**config.mk**
```make
export PLATFORM = sky130hd
export DESIGN_NAME = lvt_wr_sched_flat
export DESIGN_NICKNAME = d
export VERILOG_FILES = /design/src/rtl/lvt_wr_sched_if.sv /design/src/rtl/lvt_wr_sched.sv /design/src/flat_wrapper.sv
export SDC_FILE = /design/constraint.sdc
export NUM_CORES = 1
export LEC_CHECK = 0
export CAP_MARGIN = 0
export CORE_MARGIN = 10
export CORE_UTILIZATION = 50
export DETAILED_ROUTE_END_ITERATION = 8
export DONT_BUFFER_PORTS = 1
export SLEW_MARGIN = 20
export SYNTH_ARGS = -nofsm -noshare
export SYNTH_HDL_FRONTEND = slang
export SYNTH_SLANG_ARGS = --single-unit
```
**constraint.sdc**
```tcl
create_clock -name clk -period 6.4 [get_ports clk]
set_input_delay 0 -clock clk [delete_from_list [all_inputs] [get_ports clk]]
set_output_delay 0 -clock clk [all_outputs]
set_load 0.02 [all_outputs]
```
**src/rtl/lvt_wr_sched_if.sv**
```systemverilog
// Bundle between the two write clients, the scheduler and the lvt_bram write ports.
// The master side is the client/bram environment; the slave side is the scheduler.
interface lvt_wr_sched_if #(
    parameter int ADDR_W = 7,
    parameter int DATA_W = 5
);
    logic              in0_valid;
    logic              in0_ready;
    logic [ADDR_W-1:0] in0_addr;
    logic [DATA_W-1:0] in0_data;
    logic              in1_valid;
    logic              in1_ready;
    logic [ADDR_W-1:0] in1_addr;
    logic [DATA_W-1:0] in1_data;
    logic              wr0_en;
    logic [ADDR_W-1:0] wr0_addr;
    logic [DATA_W-1:0] wr0_data;
    logic              wr1_en;
    logic [ADDR_W-1:0] wr1_addr;
    logic [DATA_W-1:0] wr1_data;
    logic              idle;
    logic [7:0]        coll_cnt;

    modport master (
        output in0_valid, in0_addr, in0_data, in1_valid, in1_addr, in1_data,
        input  in0_ready, in1_ready, wr0_en, wr0_addr, wr0_data,
               wr1_en, wr1_addr, wr1_data, idle, coll_cnt
    );

    modport slave (
        input  in0_valid, in0_addr, in0_data, in1_valid, in1_addr, in1_data,
        output in0_ready, in1_ready, wr0_en, wr0_addr, wr0_data,
               wr1_en, wr1_addr, wr1_data, idle, coll_cnt
    );
endinterface

```
**src/rtl/lvt_wr_sched.sv**
```systemverilog
// Two-client write scheduler for lvt_bram: per-client FIFOs feeding wr0/wr1, with
// same-address collisions serialised round-robin so both ports never hit one address.
module lvt_wr_sched #(
    parameter int ADDR_W     = 7,
    parameter int DATA_W     = 5,
    parameter int FIFO_DEPTH = 4
) (
    input  logic              clk,
    input  logic              rst,
    lvt_wr_sched_if.slave     bus
);
    localparam int PTR_W = $clog2(FIFO_DEPTH);
    localparam logic [PTR_W:0] FULL_CNT = (PTR_W+1)'(FIFO_DEPTH);

    logic [1:0]        in_valid;
    logic [1:0]        in_ready;
    logic [1:0]        push;
    logic [1:0]        pop;
    logic [1:0]        head_valid;
    logic [ADDR_W-1:0] in_addr   [2];
    logic [DATA_W-1:0] in_data   [2];
    logic [ADDR_W-1:0] head_addr [2];
    logic [DATA_W-1:0] head_data [2];

    logic              coll;
    logic              prio_reg;
    logic [7:0]        coll_cnt_reg;
    logic              wr0_en_reg, wr1_en_reg;
    logic [ADDR_W-1:0] wr0_addr_reg, wr1_addr_reg;
    logic [DATA_W-1:0] wr0_data_reg, wr1_data_reg;

    assign in_valid   = {bus.in1_valid, bus.in0_valid};
    assign in_addr[0] = bus.in0_addr;
    assign in_addr[1] = bus.in1_addr;
    assign in_data[0] = bus.in0_data;
    assign in_data[1] = bus.in1_data;

    generate
        for (genvar gi = 0; gi < 2; gi++) begin : g_fifo
            logic [ADDR_W+DATA_W-1:0] mem_reg [FIFO_DEPTH];
            logic [PTR_W-1:0]         wr_ptr_reg, rd_ptr_reg;
            logic [PTR_W:0]           count_reg;

            // Ready is derived from the registered occupancy only, so a pop gives no same-cycle credit.
            assign in_ready[gi]   = rst && (count_reg != FULL_CNT);
            assign push[gi]       = in_valid[gi] && in_ready[gi];
            assign head_valid[gi] = (count_reg != '0);
            assign {head_addr[gi], head_data[gi]} = mem_reg[rd_ptr_reg];

            always_ff @(posedge clk) begin
                if (push[gi])
                    mem_reg[wr_ptr_reg] <= {in_addr[gi], in_data[gi]};
            end

            always_ff @(posedge clk or negedge rst) begin
                if (!rst) begin
                    wr_ptr_reg <= '0;
                    rd_ptr_reg <= '0;
                    count_reg  <= '0;
                end else begin
                    if (push[gi])
                        wr_ptr_reg <= wr_ptr_reg + PTR_W'(1);
                    if (pop[gi])
                        rd_ptr_reg <= rd_ptr_reg + PTR_W'(1);
                    case ({push[gi], pop[gi]})
                        2'b10:   count_reg <= count_reg + (PTR_W+1)'(1);
                        2'b01:   count_reg <= count_reg - (PTR_W+1)'(1);
                        default: count_reg <= count_reg;
                    endcase
                end
            end
        end
    endgenerate

    always_comb begin
        coll = 1'b0;
        pop  = head_valid;
        if (head_valid[0] && head_valid[1] && (head_addr[0] == head_addr[1])) begin
            coll = 1'b1;
            pop  = prio_reg ? 2'b10 : 2'b01;
        end
    end

    always_ff @(posedge clk or negedge rst) begin
        if (!rst) begin
            wr0_en_reg   <= 1'b0;
            wr0_addr_reg <= '0;
            wr0_data_reg <= '0;
            wr1_en_reg   <= 1'b0;
            wr1_addr_reg <= '0;
            wr1_data_reg <= '0;
            prio_reg     <= 1'b0;
            coll_cnt_reg <= 8'd0;
        end else begin
            wr0_en_reg   <= pop[0];
            wr0_addr_reg <= pop[0] ? head_addr[0] : '0;
            wr0_data_reg <= pop[0] ? head_data[0] : '0;
            wr1_en_reg   <= pop[1];
            wr1_addr_reg <= pop[1] ? head_addr[1] : '0;
            wr1_data_reg <= pop[1] ? head_data[1] : '0;
            if (coll) begin
                prio_reg <= ~prio_reg;
                if (coll_cnt_reg != 8'hFF)
                    coll_cnt_reg <= coll_cnt_reg + 8'd1;
            end
        end
    end

    assign bus.in0_ready = in_ready[0];
    assign bus.in1_ready = in_ready[1];
    assign bus.wr0_en    = wr0_en_reg;
    assign bus.wr0_addr  = wr0_addr_reg;
    assign bus.wr0_data  = wr0_data_reg;
    assign bus.wr1_en    = wr1_en_reg;
    assign bus.wr1_addr  = wr1_addr_reg;
    assign bus.wr1_data  = wr1_data_reg;
    assign bus.coll_cnt  = coll_cnt_reg;
    assign bus.idle      = !head_valid[0] && !head_valid[1] && !wr0_en_reg && !wr1_en_reg;
endmodule

```
**src/flat_wrapper.sv**
```systemverilog
// flat-port wrapper written by rule: the top's interface ports become plain ports
module lvt_wr_sched_flat 
#(
    parameter int ADDR_W     = 7,
    parameter int DATA_W     = 5,
    parameter int FIFO_DEPTH = 4
)
  (clk, rst, bus_in0_valid, bus_in0_addr, bus_in0_data, bus_in1_valid, bus_in1_addr, bus_in1_data, bus_in0_ready, bus_in1_ready, bus_wr0_en, bus_wr0_addr, bus_wr0_data, bus_wr1_en, bus_wr1_addr, bus_wr1_data, bus_idle, bus_coll_cnt);
  lvt_wr_sched_if #(.ADDR_W(ADDR_W), .DATA_W(DATA_W)) bus_i ();
  input  logic clk;
  input  logic rst;
  input wire logic [$bits(bus_i.in0_valid)-1:0] bus_in0_valid;
  input wire logic [$bits(bus_i.in0_addr)-1:0] bus_in0_addr;
  input wire logic [$bits(bus_i.in0_data)-1:0] bus_in0_data;
  input wire logic [$bits(bus_i.in1_valid)-1:0] bus_in1_valid;
  input wire logic [$bits(bus_i.in1_addr)-1:0] bus_in1_addr;
  input wire logic [$bits(bus_i.in1_data)-1:0] bus_in1_data;
  output wire logic [$bits(bus_i.in0_ready)-1:0] bus_in0_ready;
  output wire logic [$bits(bus_i.in1_ready)-1:0] bus_in1_ready;
  output wire logic [$bits(bus_i.wr0_en)-1:0] bus_wr0_en;
  output wire logic [$bits(bus_i.wr0_addr)-1:0] bus_wr0_addr;
  output wire logic [$bits(bus_i.wr0_data)-1:0] bus_wr0_data;
  output wire logic [$bits(bus_i.wr1_en)-1:0] bus_wr1_en;
  output wire logic [$bits(bus_i.wr1_addr)-1:0] bus_wr1_addr;
  output wire logic [$bits(bus_i.wr1_data)-1:0] bus_wr1_data;
  output wire logic [$bits(bus_i.idle)-1:0] bus_idle;
  output wire logic [$bits(bus_i.coll_cnt)-1:0] bus_coll_cnt;
  assign bus_i.in0_valid = bus_in0_valid;
  assign bus_i.in0_addr = bus_in0_addr;
  assign bus_i.in0_data = bus_in0_data;
  assign bus_i.in1_valid = bus_in1_valid;
  assign bus_i.in1_addr = bus_in1_addr;
  assign bus_i.in1_data = bus_in1_data;
  assign bus_in0_ready = bus_i.in0_ready;
  assign bus_in1_ready = bus_i.in1_ready;
  assign bus_wr0_en = bus_i.wr0_en;
  assign bus_wr0_addr = bus_i.wr0_addr;
  assign bus_wr0_data = bus_i.wr0_data;
  assign bus_wr1_en = bus_i.wr1_en;
  assign bus_wr1_addr = bus_i.wr1_addr;
  assign bus_wr1_data = bus_i.wr1_data;
  assign bus_idle = bus_i.idle;
  assign bus_coll_cnt = bus_i.coll_cnt;
  lvt_wr_sched #(.ADDR_W(ADDR_W), .DATA_W(DATA_W), .FIFO_DEPTH(FIFO_DEPTH)) u_core (.clk(clk), .rst(rst), .bus(bus_i));
endmodule
```
Yosys cells after proc, flatten, opt, wreduce, memory -nomap -nowiden
Memories as Yosys holds them, arrays and structs flattened.
Index checks and enable logic that the tools add are counted.
Widths: inputs -> output; s select.
- mux-type cells: 13
- reduce and logical (&&, ||, !) cells: 18
- add/sub/neg operators: 9
- eq/ne operators: 8
- bitwise operators: 1
- operators by type and width (cell ; number):
    $mux 7 ; 2
    $pmux 3 s2 ; 2
    $mux 5 ; 2
    $logic_and 1x1->1 ; 9
    $add 2x1->2 const B ; 4
    $add 8x1->8 const B ; 1
    $ne 8x8->1 const B ; 1
    $eq 7x7->1 ; 1
    $add 3x1->3 const B ; 2
    $ne 3x3->1 const B ; 2
    $reduce_bool 3->1 ; 2
    $sub 3x1->3 const B ; 2
    $mux 1 ; 5
    $eq 2x1->1 const B ; 2
    $eq 2x2->1 const B ; 2
    $logic_not 1->1 ; 4
    $mux 2 ; 2
    $reduce_bool 2->1 ; 2
    $reduce_and 2->1 ; 1
    $not 1->1 ; 1
- output and inout bits: 37
- memories: 2
- bits in registers: 49
- memory bits (writable): 96
- memory list (memory ; words ; width ; read ports ; clocked after memory_dff ; wr ports ; line ; RTL):
    u_core.g_fifo[0].mem_reg ; 4 ; 12 ; 1 ; 0 ; 1 ; lvt_wr_sched.sv:40 ; logic [ADDR_W+DATA_W-1:0] mem_reg [FIFO_DEPTH];
    u_core.g_fifo[1].mem_reg ; 4 ; 12 ; 1 ; 0 ; 1 ; lvt_wr_sched.sv:40 ;

Longest topological paths before layout
- word-level depth: 6
- depth in mapped cells: 14
- gate-level depth less buffers: 11

Worst setup path before layout
OpenSTA, ideal clock, no wires.
- path kind: reg2reg
- start point: register u_core.g_fifo[0].rd_ptr_reg[0]
- end point: register u_core.g_fifo[1].count_reg[2]
- period minus slack after synthesis: 2.977 ns
- buffers on the path: 3
- cell stages (with the launch flop): 15
- setup time: 0.079 ns
- data arrival time: 2.898 ns
- slack: 3.423 ns
- path through: dfrtp_1 > buf_2 > buf_6 > mux4_2 > xnor2_1 > nand4_1 > nor4_4 > a21boi_1 > buf_2 > ha_1 > inv_1 > fa_1 > xor2_1 > nor2_1 > xor2_1
- word-level cells in the longest chain between the ends: 6
- elaborated cells between the ends (all ways): 8
- those cells by class: eq/ne: 3; mux: 2; reduce/logical: 2; memory: 1
- ends and longest elaborated chain (item ; line ; RTL):
    from (decl) ; lvt_wr_sched.sv:41 ; logic [PTR_W-1:0] wr_ptr_reg, rd_ptr_reg;
    from (signal assigned) ; lvt_wr_sched.sv:64 ; rd_ptr_reg <= rd_ptr_reg + PTR_W'(1);
    $mem_v2 4x12 (*) ; n/a ;
    $eq 7x7->1 (*) ; lvt_wr_sched.sv:78 ; if (head_valid[0] && head_valid[1] && (head_addr[0] == head_addr[1])) begin
    $logic_and 1x1->1 (*) ; lvt_wr_sched.sv:78 ;
    $mux 2 (*) ; lvt_wr_sched.sv:78 ;
    net u_core.pop[1] ; lvt_wr_sched.sv:18 ; logic [1:0] pop;
    $eq 2x1->1 or $eq 2x2->1 (tied branches) ; lvt_wr_sched.sv:65 ; case ({push[gi], pop[gi]})
    $pmux 3 s2 or $reduce_bool 2->1 (tied branches) ; n/a ;
    to (signal assigned) ; lvt_wr_sched.sv:66 ; 2'b10: count_reg <= count_reg + (PTR_W+1)'(1);
    to (signal assigned) ; lvt_wr_sched.sv:67 ; 2'b01: count_reg <= count_reg - (PTR_W+1)'(1);
    to (signal assigned) ; lvt_wr_sched.sv:68 ; default: count_reg <= count_reg;
    to (decl) ; lvt_wr_sched.sv:42 ; logic [PTR_W:0] count_reg;
The timed path passes the listed nets; every way through them passes the cells marked *.
A chain may end at the register's enable or synchronous reset.

Final worst setup path
- start point: register u_core.g_fifo[1].rd_ptr_reg[0]
- end point: register u_core.g_fifo[1].count_reg[2]
- word-level cells in the longest chain between the ends: 6
- elaborated cells between the ends (all ways): 8
- those cells by class: eq/ne: 3; mux: 2; reduce/logical: 2; memory: 1
- ends and longest elaborated chain (item ; line):
    from (decl) ; lvt_wr_sched.sv:41
    from (signal assigned) ; lvt_wr_sched.sv:64
    $mem_v2 4x12 (*) ; n/a
    $eq 7x7->1 (*) ; lvt_wr_sched.sv:78
    $logic_and 1x1->1 (*) ; lvt_wr_sched.sv:78
    $mux 2 (*) ; lvt_wr_sched.sv:78
    $eq 2x1->1 or $eq 2x2->1 (tied branches) ; lvt_wr_sched.sv:65
    $pmux 3 s2 or $reduce_bool 2->1 (tied branches) ; n/a
Every way passes the cells marked *; elsewhere a longest branch is shown, timed or not.

==> run metrics <==
final net count=386; first-pass GRT wire length=roughly 17 mm; CP delay by family, top=flip-flops; internal power=roughly 2300 uW; via count=2660; CTS tree=built; CP startpoint=u_core.g_fifo[1].rd_ptr_reg[0]; vias in the first global route=about 2900; largest family of logic cells by synthesized area=multiplexers; CORE AREA=10900 um2; Area after DPL=5760 um2; clock period minus worst slack=3.77 ns; GRT overflow=0; routed len/inst=20.6 um; FF-to-FF setup slack=roughly 2.6 ns; Starting Density=around 52%; synthesized cell area=5640 um2; worst min-delay path class=input pin to async pin; share of layout cells above drive strength 1=16.2%; CP max stage cell=dfrtp_1; sequential element share of the synthesized area=72.8%; CTS buffer count=17; post-cts resize count=0; CTS Root Cell=clkbuf_16; Synth Area in XOR/XNOR=3.73%; Synth Warn #=0; Worst path most repeated cell=xor2_1; Clock power frac=approximately a third; height of the die=126 um; post-synthesis compound-gate area fraction=around 1.1%; die extent in x=between 100 and 150 um; power density cells=483 nW/um2; Slew headroom=32.8%; port bufs=0; Clock Latency Late Sink=between 0.4 and 0.5 ns; WP buf/inv=2; Mapped Cells=305; crit end category=flip-flop; max-slew violation count=0; run status=complete, no violations; design area=6700 um2; Worst Clk Skew=0.00914 ns; DRC=0; Clock Path Buffers=2; critical path arrival=between 4 and 5 ns; fill count=817; LEAKAGE=0.00251 uW; RSZ-0062 raised after global routing=no; VDD IR max=0.257 mV; worst-margin pin slew=around 1.0 ns; Synth Area in Adders=3.15%; crit start category=flip-flop; Boundary Pins=65; logic gate share of total power=21.0%; total negative slack=0 ns; post-DR vias/cell=5.34; Sequential Area=4110 um2; htree depth=4; register share of total power=between 40% and 50%; drt initial violations=256; max cap viols=0; Yosys cell types=30; 1st-pass router iterations=4; number of diodes=0; CTS clk-pin slew, worst paths=roughly 0.060 ns; antenna violations before repair=1; largest net degree at the start of global routing=50; EDFF count, synth=96; WP depth=12; hold bufs inserted after CTS=28; FF-to-FF path depth=12; post-DP HPWL=about 6.7 mm; Total Die Area=15900 um2; Synth Flop Type=edfxtp_1; Detail Route Antenna Nets=0; Mapped Nets=346; max reg flops=96; post-synthesis mux area share=a little over a tenth; FF+latch count, synth=between 100 and 150; Tcrit/Tclk final=between 50 and 60%; crit-path max cell delay=0.88 ns; RePlAce Congestion=0.737; Detailed Route WL=10.3 mm; highest clock rate=266 MHz; switch share=about 30%; crit path max fanout=15; Sw Pwr=968 uW; Post-Synth Simple-Gate Area=6.57%; Multi-input gate area=1410 um2; setup violators final=0; Syn-to-layout area delta=18.7%; setup bufs post-CTS=0; Cell Chain, Critical Path=mux4_2 -> xnor2_1 -> nand4_1 -> nor4_4 -> a21boi_1 -> buf_4 -> ha_1 -> inv_1 -> fa_1 -> xor2_1 -> nor2_1 -> xor2_1; final hold violations=0; Setup CP Type=flip-flop to flip-flop; CP Capture Point=u_core.g_fifo[1].count_reg[2]; aggregate global-route resource usage=14.1%; Critical Path RT=6.69 ns; Critical R2R Launch=u_core.g_fifo[1].rd_ptr_reg[0]; count of standard-cell rows=38; total clock sinks=145; Synth async-reset ratio=33.8%; Mean Syn Cell Area=18.5 um2; r2r endpoint=u_core.g_fifo[1].count_reg[2]
==> power by group through the flow <==
stage | sequential [uW] | combinational (uW) | clock [uW]
CTS | 1520 | 694 | 1070
finish | 1500 | 680 | 1050
global placement | 1530 | 654 | 0
global route | 1540 | 765 | 1120
floorplan | 1410 | 615 | 0
detailed placement | 1530 | 663 | 0
==> synthesized netlist by cell type, types with 3 or more instances <==
| master | n | area, um2 |
|---|---|---|
| nand3_1 | 5 | 25.0 |
| ha_1 | 11 | 138 |
| buf_6 | 4 | 45.0 |
| nand4_1 | 3 | 18.8 |
| nand2_1 | 6 | 22.5 |
| inv_1 | 15 | 56.3 |
| and3_1 | 12 | 75.1 |
| and2_1 | 26 | 163 |
| dfrtp_1 | 49 | 1230 |
| mux4_2 | 24 | 541 |
| a21oi_1 | 3 | 15.0 |
| buf_2 | 4 | 20.0 |
| edfxtp_1 | 96 | 2880 |
| xnor2_1 | 14 | 123 |
| xor2_1 | 10 | 87.6 |
==> layout by cell type (no fill, tap or decap), types with 2 or more instances in the layout <==
master	instances
a21boi_1	2
a21oi_1	3
a31oi_1	2
and2_1	26
and3_1	12
buf_4	2
bufinv_16	5
clkbuf_1	3
clkbuf_16	17
clkinv_2	3
clkinv_4	2
dfrtp_1	49
dlygate4sd3_1	27
edfxtp_1	96
fa_1	2
ha_1	11
inv_1	15
mux2i_1	2
mux4_2	24
nand2_1	6
nand2b_1	2
nand3_1	5
nand4_1	3
nor2_1	2
o21ai_0	2
or3_1	2
xnor2_1	14
xor2_1	10
==> logic make-up after synthesis <==
| family | count (synthesis) |
|---|---|
| AOI/OAI and AO/OA | 10 |
| muxes | 28 |
| and+or+nand+nor | 61 |
| xor gates and xnor gates | 24 |
| adders and majority gates | 13 |
| DFF | 145 |
| buffers and inverters | 24 |
==> layout make-up <==
class	instances	share of cell area, %
inverter	15	0.841
tap	140	2.62
sequential	145	61.4
clock inverter	11	2.78
clock buffer	21	6.73
multi-input combinational	136	21.0
timing repair buffer	30	4.67
==> worst register-to-register path: cells and delay by family (launching register included) <==
kind | cells | cell delay (ns)
adders and majority gates | 2 | 0.42
DFF | 1 | 0.88
muxes | 1 | 0.63
and+or+nand+nor | 3 | 0.83
buffers and inverters | 2 | 0.30
xor gates and xnor gates | 3 | 0.45
AOI/OAI and AO/OA | 1 | 0.15
==> metal layers <==
layer | up-vias | global-route usage [%] | share of wire, %
met1 | 1378 | 17.5 | 43
met2 | 59 | 21.4 | 50
met4 | 0 | 5.02 | 0.81
met5 | - | 0 | 0
met3 | 6 | 6.33 | 5.8
li1 | 1217 | - | -
==> metrics by stage <==
stage / hold WS, ns / total power, uW / worst slack [ns] / cells / util, %
floorplan: -0.296 / 2030 / 3.42 / 305 / -
global placement: -0.294 / 2180 / 2.64 / 438 / 52.7
detailed placement: -0.293 / 2200 / 2.56 / 438 / 52.7
CTS: 0.147 / 3280 / 2.56 / 498 / 61.2
global route: 0.158 / 3420 / 2.30 / 498 / 61.2
finish: 0.154 / 3240 / 2.63 / 498 / 61.2
==> how the worst min path moves through the flow <==
stage	startpoint	to	slack, ns	cells past startpoint
2_1_floorplan	rst	u_core.bus.coll_cnt[0]	-0.30	0
3_3_place_gp	rst	u_core.bus.wr1_data[3]	-0.29	0
3_5_place_dp	rst	u_core.bus.wr1_data[3]	-0.29	0
4_1_cts	rst	u_core.g_fifo[1].rd_ptr_reg[1]	0.15	2
5_1_grt	rst	u_core.g_fifo[0].rd_ptr_reg[0]	0.16	2
6_report	rst	u_core.g_fifo[1].rd_ptr_reg[1]	0.15	2
Note: power is estimated with default switching activity, not from simulation.
